$ cat src/rtl/pdl_alarm_responder.sv
// PDL clock-glitch alarm responder: warm-up blanking, per-sensor masking,
// threshold-in-window debounce, halt req/ack handshake and latched fault.
// Optional build macro PDL_ALARM_RST_REQ_EN adds rst_req_o for the system
// reset controller.
module pdl_alarm_responder #(
    parameter int unsigned N_SENSORS     = 2,
    parameter int unsigned WARMUP_CYCLES = 4,
    parameter int unsigned WINDOW        = 16,
    parameter int unsigned THRESHOLD     = 2,
    parameter int unsigned ACK_TIMEOUT   = 64,
    parameter int unsigned CNT_W         = 16
) (
    input  logic                 clk,
    input  logic                 rst_n,
    input  logic [N_SENSORS-1:0] alarm_i,
    input  logic [N_SENSORS-1:0] mask_i,
    input  logic                 clear_i,
    input  logic                 halt_ack_i,
    output logic                 halt_req_o,
    output logic                 fault_o,
    output logic [1:0]           state_o,
    output logic [N_SENSORS-1:0] sensor_id_o,
    output logic [CNT_W-1:0]     event_cnt_o
`ifdef PDL_ALARM_RST_REQ_EN
    ,
    output logic                 rst_req_o
`endif
);

    localparam int unsigned WarmW = (WARMUP_CYCLES > 1) ? $clog2(WARMUP_CYCLES) : 1;
    localparam int unsigned WinW  = (WINDOW > 1) ? $clog2(WINDOW) : 1;
    localparam int unsigned HitW  = $clog2(THRESHOLD + 1);
    localparam int unsigned ToW   = (ACK_TIMEOUT > 1) ? $clog2(ACK_TIMEOUT) : 1;

    localparam logic [WarmW-1:0] WarmLast = WarmW'(WARMUP_CYCLES - 1);
    localparam logic [WinW-1:0]  WinLast  = WinW'(WINDOW - 1);
    localparam logic [HitW-1:0]  HitLast  = HitW'(THRESHOLD - 1);
    localparam logic [ToW-1:0]   ToLast   = ToW'(ACK_TIMEOUT - 1);

    typedef enum logic [1:0] {
        StWarmup  = 2'd0,
        StMonitor = 2'd1,
        StHalt    = 2'd2,
        StLocked  = 2'd3
    } state_e;

    state_e               state_q, state_d;
    logic [N_SENSORS-1:0] alarm_q, alarm_d;
    logic [WarmW-1:0]     warm_cnt_q, warm_cnt_d;
    logic [WinW-1:0]      win_cnt_q, win_cnt_d;
    logic [HitW-1:0]      hit_cnt_q, hit_cnt_d;
    logic [ToW-1:0]       to_cnt_q, to_cnt_d;
    logic                 halt_req_q, halt_req_d;
    logic                 fault_q, fault_d;
    logic [N_SENSORS-1:0] sensor_id_q, sensor_id_d;
    logic [CNT_W-1:0]     event_cnt_q, event_cnt_d;
    logic                 rst_req_q, rst_req_d;
    logic                 rst_hold_q, rst_hold_d;
    logic                 hit;

    assign hit = |alarm_q;

    // Next-state and output logic; every register defaults to holding its value.
    always_comb begin
        state_d     = state_q;
        alarm_d     = alarm_i & ~mask_i;
        warm_cnt_d  = warm_cnt_q;
        win_cnt_d   = win_cnt_q;
        hit_cnt_d   = hit_cnt_q;
        to_cnt_d    = to_cnt_q;
        halt_req_d  = halt_req_q;
        fault_d     = fault_q;
        sensor_id_d = sensor_id_q;
        event_cnt_d = event_cnt_q;
        rst_req_d   = rst_req_q;
        rst_hold_d  = rst_hold_q;

        // Hits are captured everywhere except during sensor settling.
        if (state_q != StWarmup) begin
            sensor_id_d = sensor_id_q | alarm_q;
            if (hit && (event_cnt_q != {CNT_W{1'b1}})) begin
                event_cnt_d = event_cnt_q + CNT_W'(1);
            end
        end

        unique case (state_q)
            StWarmup: begin
                if (warm_cnt_q == WarmLast) begin
                    state_d    = StMonitor;
                    warm_cnt_d = '0;
                    win_cnt_d  = '0;
                    hit_cnt_d  = '0;
                end else begin
                    warm_cnt_d = warm_cnt_q + WarmW'(1);
                end
            end
            StMonitor: begin
                if (win_cnt_q == WinLast) begin
                    win_cnt_d = '0;
                    hit_cnt_d = hit ? HitW'(1) : '0;
                end else begin
                    win_cnt_d = win_cnt_q + WinW'(1);
                    if (hit) hit_cnt_d = hit_cnt_q + HitW'(1);
                end
                // Threshold check takes priority over the window wrap.
                if (hit && (hit_cnt_q == HitLast)) begin
                    state_d    = StHalt;
                    halt_req_d = 1'b1;
                    to_cnt_d   = '0;
                end
            end
            StHalt: begin
                to_cnt_d = to_cnt_q + ToW'(1);
                if (halt_ack_i || (to_cnt_q == ToLast)) begin
                    state_d    = StLocked;
                    halt_req_d = 1'b0;
                    fault_d    = 1'b1;
                    rst_req_d  = 1'b1;
                    // Without an ack the core never confirmed; keep requesting reset.
                    rst_hold_d = ~halt_ack_i;
                end
            end
            StLocked: begin
                if (clear_i) begin
                    state_d     = StWarmup;
                    fault_d     = 1'b0;
                    sensor_id_d = '0;
                    hit_cnt_d   = '0;
                    win_cnt_d   = '0;
                    warm_cnt_d  = '0;
                    to_cnt_d    = '0;
                    rst_req_d   = 1'b0;
                    rst_hold_d  = 1'b0;
                end else begin
                    rst_req_d = rst_hold_q;
                end
            end
        endcase
    end

    // State and datapath registers.
    always_ff @(posedge clk or negedge rst_n) begin
        if (!rst_n) begin
            state_q     <= StWarmup;
            alarm_q     <= '0;
            warm_cnt_q  <= '0;
            win_cnt_q   <= '0;
            hit_cnt_q   <= '0;
            to_cnt_q    <= '0;
            halt_req_q  <= 1'b0;
            fault_q     <= 1'b0;
            sensor_id_q <= '0;
            event_cnt_q <= '0;
            rst_req_q   <= 1'b0;
            rst_hold_q  <= 1'b0;
        end else begin
            state_q     <= state_d;
            alarm_q     <= alarm_d;
            warm_cnt_q  <= warm_cnt_d;
            win_cnt_q   <= win_cnt_d;
            hit_cnt_q   <= hit_cnt_d;
            to_cnt_q    <= to_cnt_d;
            halt_req_q  <= halt_req_d;
            fault_q     <= fault_d;
            sensor_id_q <= sensor_id_d;
            event_cnt_q <= event_cnt_d;
            rst_req_q   <= rst_req_d;
            rst_hold_q  <= rst_hold_d;
        end
    end

    assign halt_req_o  = halt_req_q;
    assign fault_o     = fault_q;
    assign state_o     = state_q;
    assign sensor_id_o = sensor_id_q;
    assign event_cnt_o = event_cnt_q;

`ifdef PDL_ALARM_RST_REQ_EN
    assign rst_req_o = rst_req_q;
`else
    logic unused_rst_req;
    assign unused_rst_req = rst_req_q ^ rst_hold_q;
`endif

endmodule

$ cat config.mk
export PLATFORM = sky130hd
export DESIGN_NAME = pdl_alarm_responder
export DESIGN_NICKNAME = d
export VERILOG_FILES = /design/src/rtl/pdl_alarm_responder.sv
export SDC_FILE = /design/constraint.sdc
export NUM_CORES = 1
export LEC_CHECK = 0
export CORE_MARGIN = 1.5
export CORE_UTILIZATION = 30
export DETAILED_ROUTE_END_ITERATION = 7
export PLACE_DENSITY = 0.63
export SLEW_MARGIN = 20
export SYNTH_ARGS = -nofsm -noshare
export SYNTH_HDL_FRONTEND = slang
export SYNTH_SLANG_ARGS = --single-unit
$ cat constraint.sdc
create_clock -name clk -period 1.8 [get_ports clk]
set_input_delay 0.45 -clock clk [delete_from_list [all_inputs] [get_ports clk]]
set_output_delay 0.45 -clock clk [all_outputs]
set_load 0.02 [all_outputs]
==> results of run 1 <==
## worst reg2reg max path, stage by stage (launching register included)
cell and delay, ps:
dfrtp_2 400, inv_2 60, ha_4 170, buf_6 110, nor2b_4 130, a211o_1 290
a21oi_2 160, mux2_4 310
## path summary, 6_finish.rpt
kind	slack, ps	to	startpoint	cells after the start
worst max-delay path	70	state_o[1]	state_o[1]	7
worst min-delay path	150	warm_cnt_q[1]	rst_n	1
max in group asynchronous	1040	event_cnt_o[10]	rst_n	2
worst min register to register	490	win_cnt_q[3]	win_cnt_q[3]	1
worst max register to register	70	state_o[1]	state_o[1]	7
min in group clk	490	win_cnt_q[3]	win_cnt_q[3]	1
## cell type report
type / instances / area, µm² / share of cell area
Multi-Input combinational cell: 140 / 1040 / 0.386
Sequential cell: 38 / 953 / 0.352
Tap cell: 77 / 96.3 / 0.0356
Clock buffer: 5 / 68.8 / 0.0254
Inverter: 4 / 15.0 / 0.00555
Clock inverter: 3 / 40.0 / 0.0148
Timing Repair Buffer: 55 / 487 / 0.180
## layer usage
metal  routed length, µm  vias to the layer above  track usage
li1                    -                      788            -
met5                   0                        -            0
met3                 155                        9       0.0356
met4                  78                        0       0.0537
met2                2010                       29        0.201
met1                2110                      773        0.179
## registers in the layout, summed over array words and instances, names as in the netlist
register / flops
fault_o: 1
event_cnt_o: 16
hit_cnt_q: 2
sensor_id_o: 2
win_cnt_q: 4
alarm_q: 2
warm_cnt_q: 2
halt_req_o: 1
to_cnt_q: 6
state_o: 2
## Yosys cell counts, types with 2 or more instances
| cell | number | area share |
|---|---|---|
| dfrtp_1 | 38 | 0.48 |
| nand2_1 | 21 | 0.040 |
| xor2_1 | 14 | 0.062 |
| nand3_1 | 12 | 0.030 |
| o21ai_0 | 10 | 0.025 |
| ha_1 | 9 | 0.057 |
| nor3_1 | 7 | 0.018 |
| a21oi_1 | 5 | 0.013 |
| nor2_1 | 5 | 0.0095 |
| nor2b_1 | 5 | 0.016 |
| inv_1 | 4 | 0.0076 |
| nand3b_1 | 4 | 0.015 |
| nor4_1 | 4 | 0.013 |
| a22o_1 | 3 | 0.013 |
| clkbuf_1 | 3 | 0.0057 |
| nor3b_1 | 3 | 0.011 |
| a211o_1 | 2 | 0.0089 |
| a21bo_2 | 2 | 0.010 |
| a31oi_1 | 2 | 0.0063 |
| and3_1 | 2 | 0.0063 |
| and4_1 | 2 | 0.0089 |
| mux2i_1 | 2 | 0.010 |
| nand4_1 | 2 | 0.0063 |
| o221ai_1 | 2 | 0.0089 |
| o31ai_1 | 2 | 0.0076 |
| or3_1 | 2 | 0.0063 |
| xnor2_1 | 2 | 0.0089 |
## through the flow
step / power (mW) / util / hold slack [ps]
after global routing: 4.04 / 0.426 / 189
after floorplan: 2.23 / - / 154
after CTS: 3.71 / 0.415 / 173
after global placement: 2.95 / 0.399 / 468
final: 3.79 / 0.426 / 149
after detailed placement: 2.99 / 0.399 / 467
## power by group
group | switching (mW) | internal (mW)
Sequential | 0.212 | 1.07
Clock | 0.319 | 0.408
Combinational | 0.868 | 0.912
Total | 1.40 | 2.39
## what timing repair did
action	4_1_cts	5_1_grt
setup endpoints to repair	14	19
pin swaps	0	2
gates resized for setup	14	19
buffers inserted	0	0
## logic make-up after synthesis
| logic type | after synthesis | synth area share |
|---|---|---|
| flops | 38 | 0.482 |
| simple gates | 77 | 0.226 |
| compound gates | 34 | 0.124 |
| xor+xnor | 16 | 0.0711 |
| buf+inv | 8 | 0.0159 |
| fa+ha+maj | 9 | 0.0571 |
| mux | 4 | 0.0235 |
==> reports/summary.txt, run 1 <==
# IOs -> 30
Hold crit path type -> input port to async pin
Final WL -> 4360 µm
Ys async rst share -> 1.00
Clock sink total -> 38
Area growth syn-to-layout -> 37.2%
Commonest non-fill, non-tap cells in the layout -> dfrtp_1 (36), buf_4 (25), nand2_1 (21)
Rows -> 29
Unrepaired setup endpoints after global routing -> false
Min Tclk post-route -> 1730 ps
Clk_skew -> 2.86 ps
Dpl ws -> -170 ps
CTS Buffer Depth -> 2
Total CTS buffers -> 5
Crit path DAT -> 1910 ps
Non-Filler Instances -> 322
PwrDens -> 1400 nW/µm²
Nets@finish -> 261
Worst-path maximum fanout -> 4
Antenna violations before repair -> 0
Share of layout cells above drive strength 1 -> 0.233
Filler Cell Count -> 610
Final Cell Area -> 2710 µm²
Max cap viols -> 0
Placed Cells -> 314
Final period util -> 0.962
Clk_lat worst skew -> 290 ps
Prevailing post-synth register cell -> dfrtp_1
Data required, critical path -> 1980 ps
PortBufs -> 29
Inserted Diodes -> 0
Syn Inst Count -> 186
Slew headroom -> 0.605
Outcome -> finished, final reports clean
Setup Crit Path Kind -> register to register
Crit-path cells -> inv_2, ha_4, buf_6, nor2b_4, a211o_1, a21oi_2, mux2_4
Drt drc -> 0
CTS Hold Buffers Added -> 0
Endpoint class of the critical path -> register
CP max stage delay -> 400 ps
Grt ovf -> 0
Core ar. -> 6350 µm²
Sequential fraction of the synthesis area -> 0.482
Die width -> 84.1 µm
Yosys warns -> 0
Final setup margin -> 68.3 ps
Critical-path top delay cell -> dfrtp_2
CTS tree -> built
Commonest non-fill, non-tap cell in the layout -> dfrtp_1
Crit path launch type -> register
Number of synthesized flops with an enable pin -> 0
Post-route setup TNS -> 0 ps
Post-route ant nets -> 0
Vias in the first global route -> 1587
Synth Net Count -> 203
WP buf/inv -> 2
Worst-Margin Slew -> 592 ps
Final setup viols -> 0
Register bit total from synthesis -> 38
Starting DRT DRC Count -> 91
Leak pwr -> 1.38 nW
All-Layer GR Usage -> 0.132
CTS root buf -> clkbuf_8
Htree depth -> 2
Avg Cell Area, Syn -> 10.6 µm²
Initial DRT Pass Iterations -> 4
Initial Utilization -> 0.311
Peak supply drop -> 0.625 mV
Die ar. -> 7070 µm²
DP Wirelength -> 3140 µm
Mapped cell area -> 1970 µm²
First-pass GRT wire length -> 7450 µm
FMAX -> 577 MHz
Vias per cell -> 4.97
Chip height -> 84.1 µm
Largest net degree at the start of global routing -> 26
GP Congestion -> 0.786
Final Max Tran Viols -> 0
Crit-path leading delay family -> compound AO/OA/AOI/OAI gates
Clk slew on worst S/H paths -> 80 ps
Fin. Hold Viols -> 0
Routed WL per cell -> 13.5 µm
DP Area -> 2530 µm²
Routed vias -> 1599
Post-synthesis cell type count -> 44
No activity file was read; power rests on OpenSTA's default activity.
==> inputs of run 2 (changes only) <==
- CORE_UTILIZATION: 30 -> 48
- CTS_CLUSTER_DIAMETER: default -> 150
- PLACE_DENSITY: 0.63 -> 0.87
==> run 2 against run 1 <==
Compared with the run above:
- register-to-register slack barely moved
- clock skew grew 2.6 ps
- largest cell class unchanged
- via count rose by 2.0%
- hold slack got worse by 93 ps
==> reports/summary.txt, run 2 (synthesized netlist as in run 1, its figures left out) <==
Outcome -> finished, final reports clean
Fin. Hold Viols -> 0
Endpoint class of the critical path -> output pin
Antenna violations before repair -> 0
Chip height -> 67.1 µm
Routed WL per cell -> 15.3 µm
Leak pwr -> 1.30 nW
Final hold slack -> 56.4 ps
Post-route ant nets -> 0
Slew headroom -> 0.696
Die width -> 67.1 µm
Largest net degree at the start of global routing -> 17
Min Tclk post-route -> 1760 ps
Grt ovf -> 0
Data required, critical path -> 1350 ps
Setup Crit Path Kind -> register to output pin
Share of layout cells above drive strength 1 -> 0.208
Initial DRT Pass Iterations -> 4
Area growth syn-to-layout -> 32.0%
Vias in the first global route -> 1520
GP Congestion -> 0.902
Commonest non-fill, non-tap cell in the layout -> dfrtp_1
Crit path DAT -> 1310 ps
# IOs -> 30
Die ar. -> 4500 µm²
Clock sink total -> 38
Met1 Routed Length -> 1880 µm
Final Max Tran Viols -> 0
Filler Cell Count -> 291
Inserted Diodes -> 0
WP buf/inv -> 1
CP max stage delay -> 610 ps
DP Wirelength -> 3110 µm
Power consumption -> 3.67 mW
First-pass GRT wire length -> 6900 µm
Rows -> 23
Worst-Margin Slew -> 454 ps
Initial Utilization -> 0.497
Htree depth -> 2
Non-Filler Instances -> 286
Drt drc -> 0
Critical-path top delay cell -> clkdlybuf4s50_1
Crit path launch type -> register
CTS Buffer Depth -> 2
Met2 WL -> 2240 µm
Core ar. -> 3970 µm²
Vias per cell -> 5.70
PortBufs -> 29
Clk_lat worst skew -> 300 ps
CTS root buf -> clkbuf_8
Peak supply drop -> 0.696 mV
All-Layer GR Usage -> 0.208
CTS tree -> built
Final period util -> 0.976
Worst-path maximum fanout -> 5
PwrDens -> 1410 nW/µm²
Crit-path leading delay family -> buffers and inverters
Starting DRT DRC Count -> 74
Nets@finish -> 252
Commonest non-fill, non-tap cells in the layout -> dfrtp_1 (36), nand2_1 (21), buf_4 (17)
Final WL -> 4380 µm
Clk_skew -> 5.42 ps
WL met3 -> 170 µm
Placed Cells -> 278
Final setup viols -> 0
FMAX -> 569 MHz
Highest Signal Layer -> met4
Clk slew on worst S/H paths -> 70 ps
Hold crit path type -> input port to async pin
Unrepaired setup endpoints after global routing -> false
Crit-path cells -> clkdlybuf4s50_1
Max cap viols -> 0
Largest register FFs -> 16
Routed vias -> 1631
Total CTS buffers -> 5
## run 2: per-stage QoR
stage / utilization / TNS, ps / instance area [µm²] / worst slack, ps
after global placement: 0.613 / -536 / 2430 / -118
after global routing: 0.656 / 0 / 2600 / 2.43
final: 0.656 / 0 / 2600 / 44.0
after CTS: 0.639 / 0 / 2540 / 5.88
after floorplan: - / 0 / 1970 / 14.9
after detailed placement: 0.613 / -1150 / 2430 / -221
## run 2: layout make-up
type | instances | area, µm² | share of cell area
Timing Repair Buffer | 46 | 404 | 0.155
Sequential cell | 38 | 953 | 0.366
Tap cell | 50 | 62.6 | 0.0240
Inverter | 4 | 15.0 | 0.00577
Clock buffer | 8 | 110 | 0.0423
Multi-Input combinational cell | 140 | 1060 | 0.407
## run 2: where the power goes
| group | switching [mW] | internal, mW |
|---|---|---|
| clock | 0.301 | 0.387 |
| combinational | 0.872 | 0.819 |
| sequential | 0.222 | 1.07 |
## run 2: timing repair
item,4_1_cts,5_1_grt
resized for setup,15,14
pin swaps,0,0
hold buffers,0,0
setup buffers,0,0
setup endpoints to repair,15,13
## run 2: worst paths after layout
check,startpoint,end,slack (ps),cells past startpoint
max,state_o[1],state_o[1],40,1
min reg2reg,event_cnt_o[15],event_cnt_o[15],500,1
min in group clk,event_cnt_o[15],event_cnt_o[15],500,1
max reg2reg,state_o[1],state_o[1],70,6
min,rst_n,event_cnt_o[11],60,1
max in group asynchronous,rst_n,sensor_id_o[0],1240,2
## run 2: routing by layer
layer  vias to the layer above  global-route usage
li1                        772                   -
met1                       812               0.263
met2                        41               0.332
met3                         6              0.0405
met4                         0               0.117
met5                         -                   0
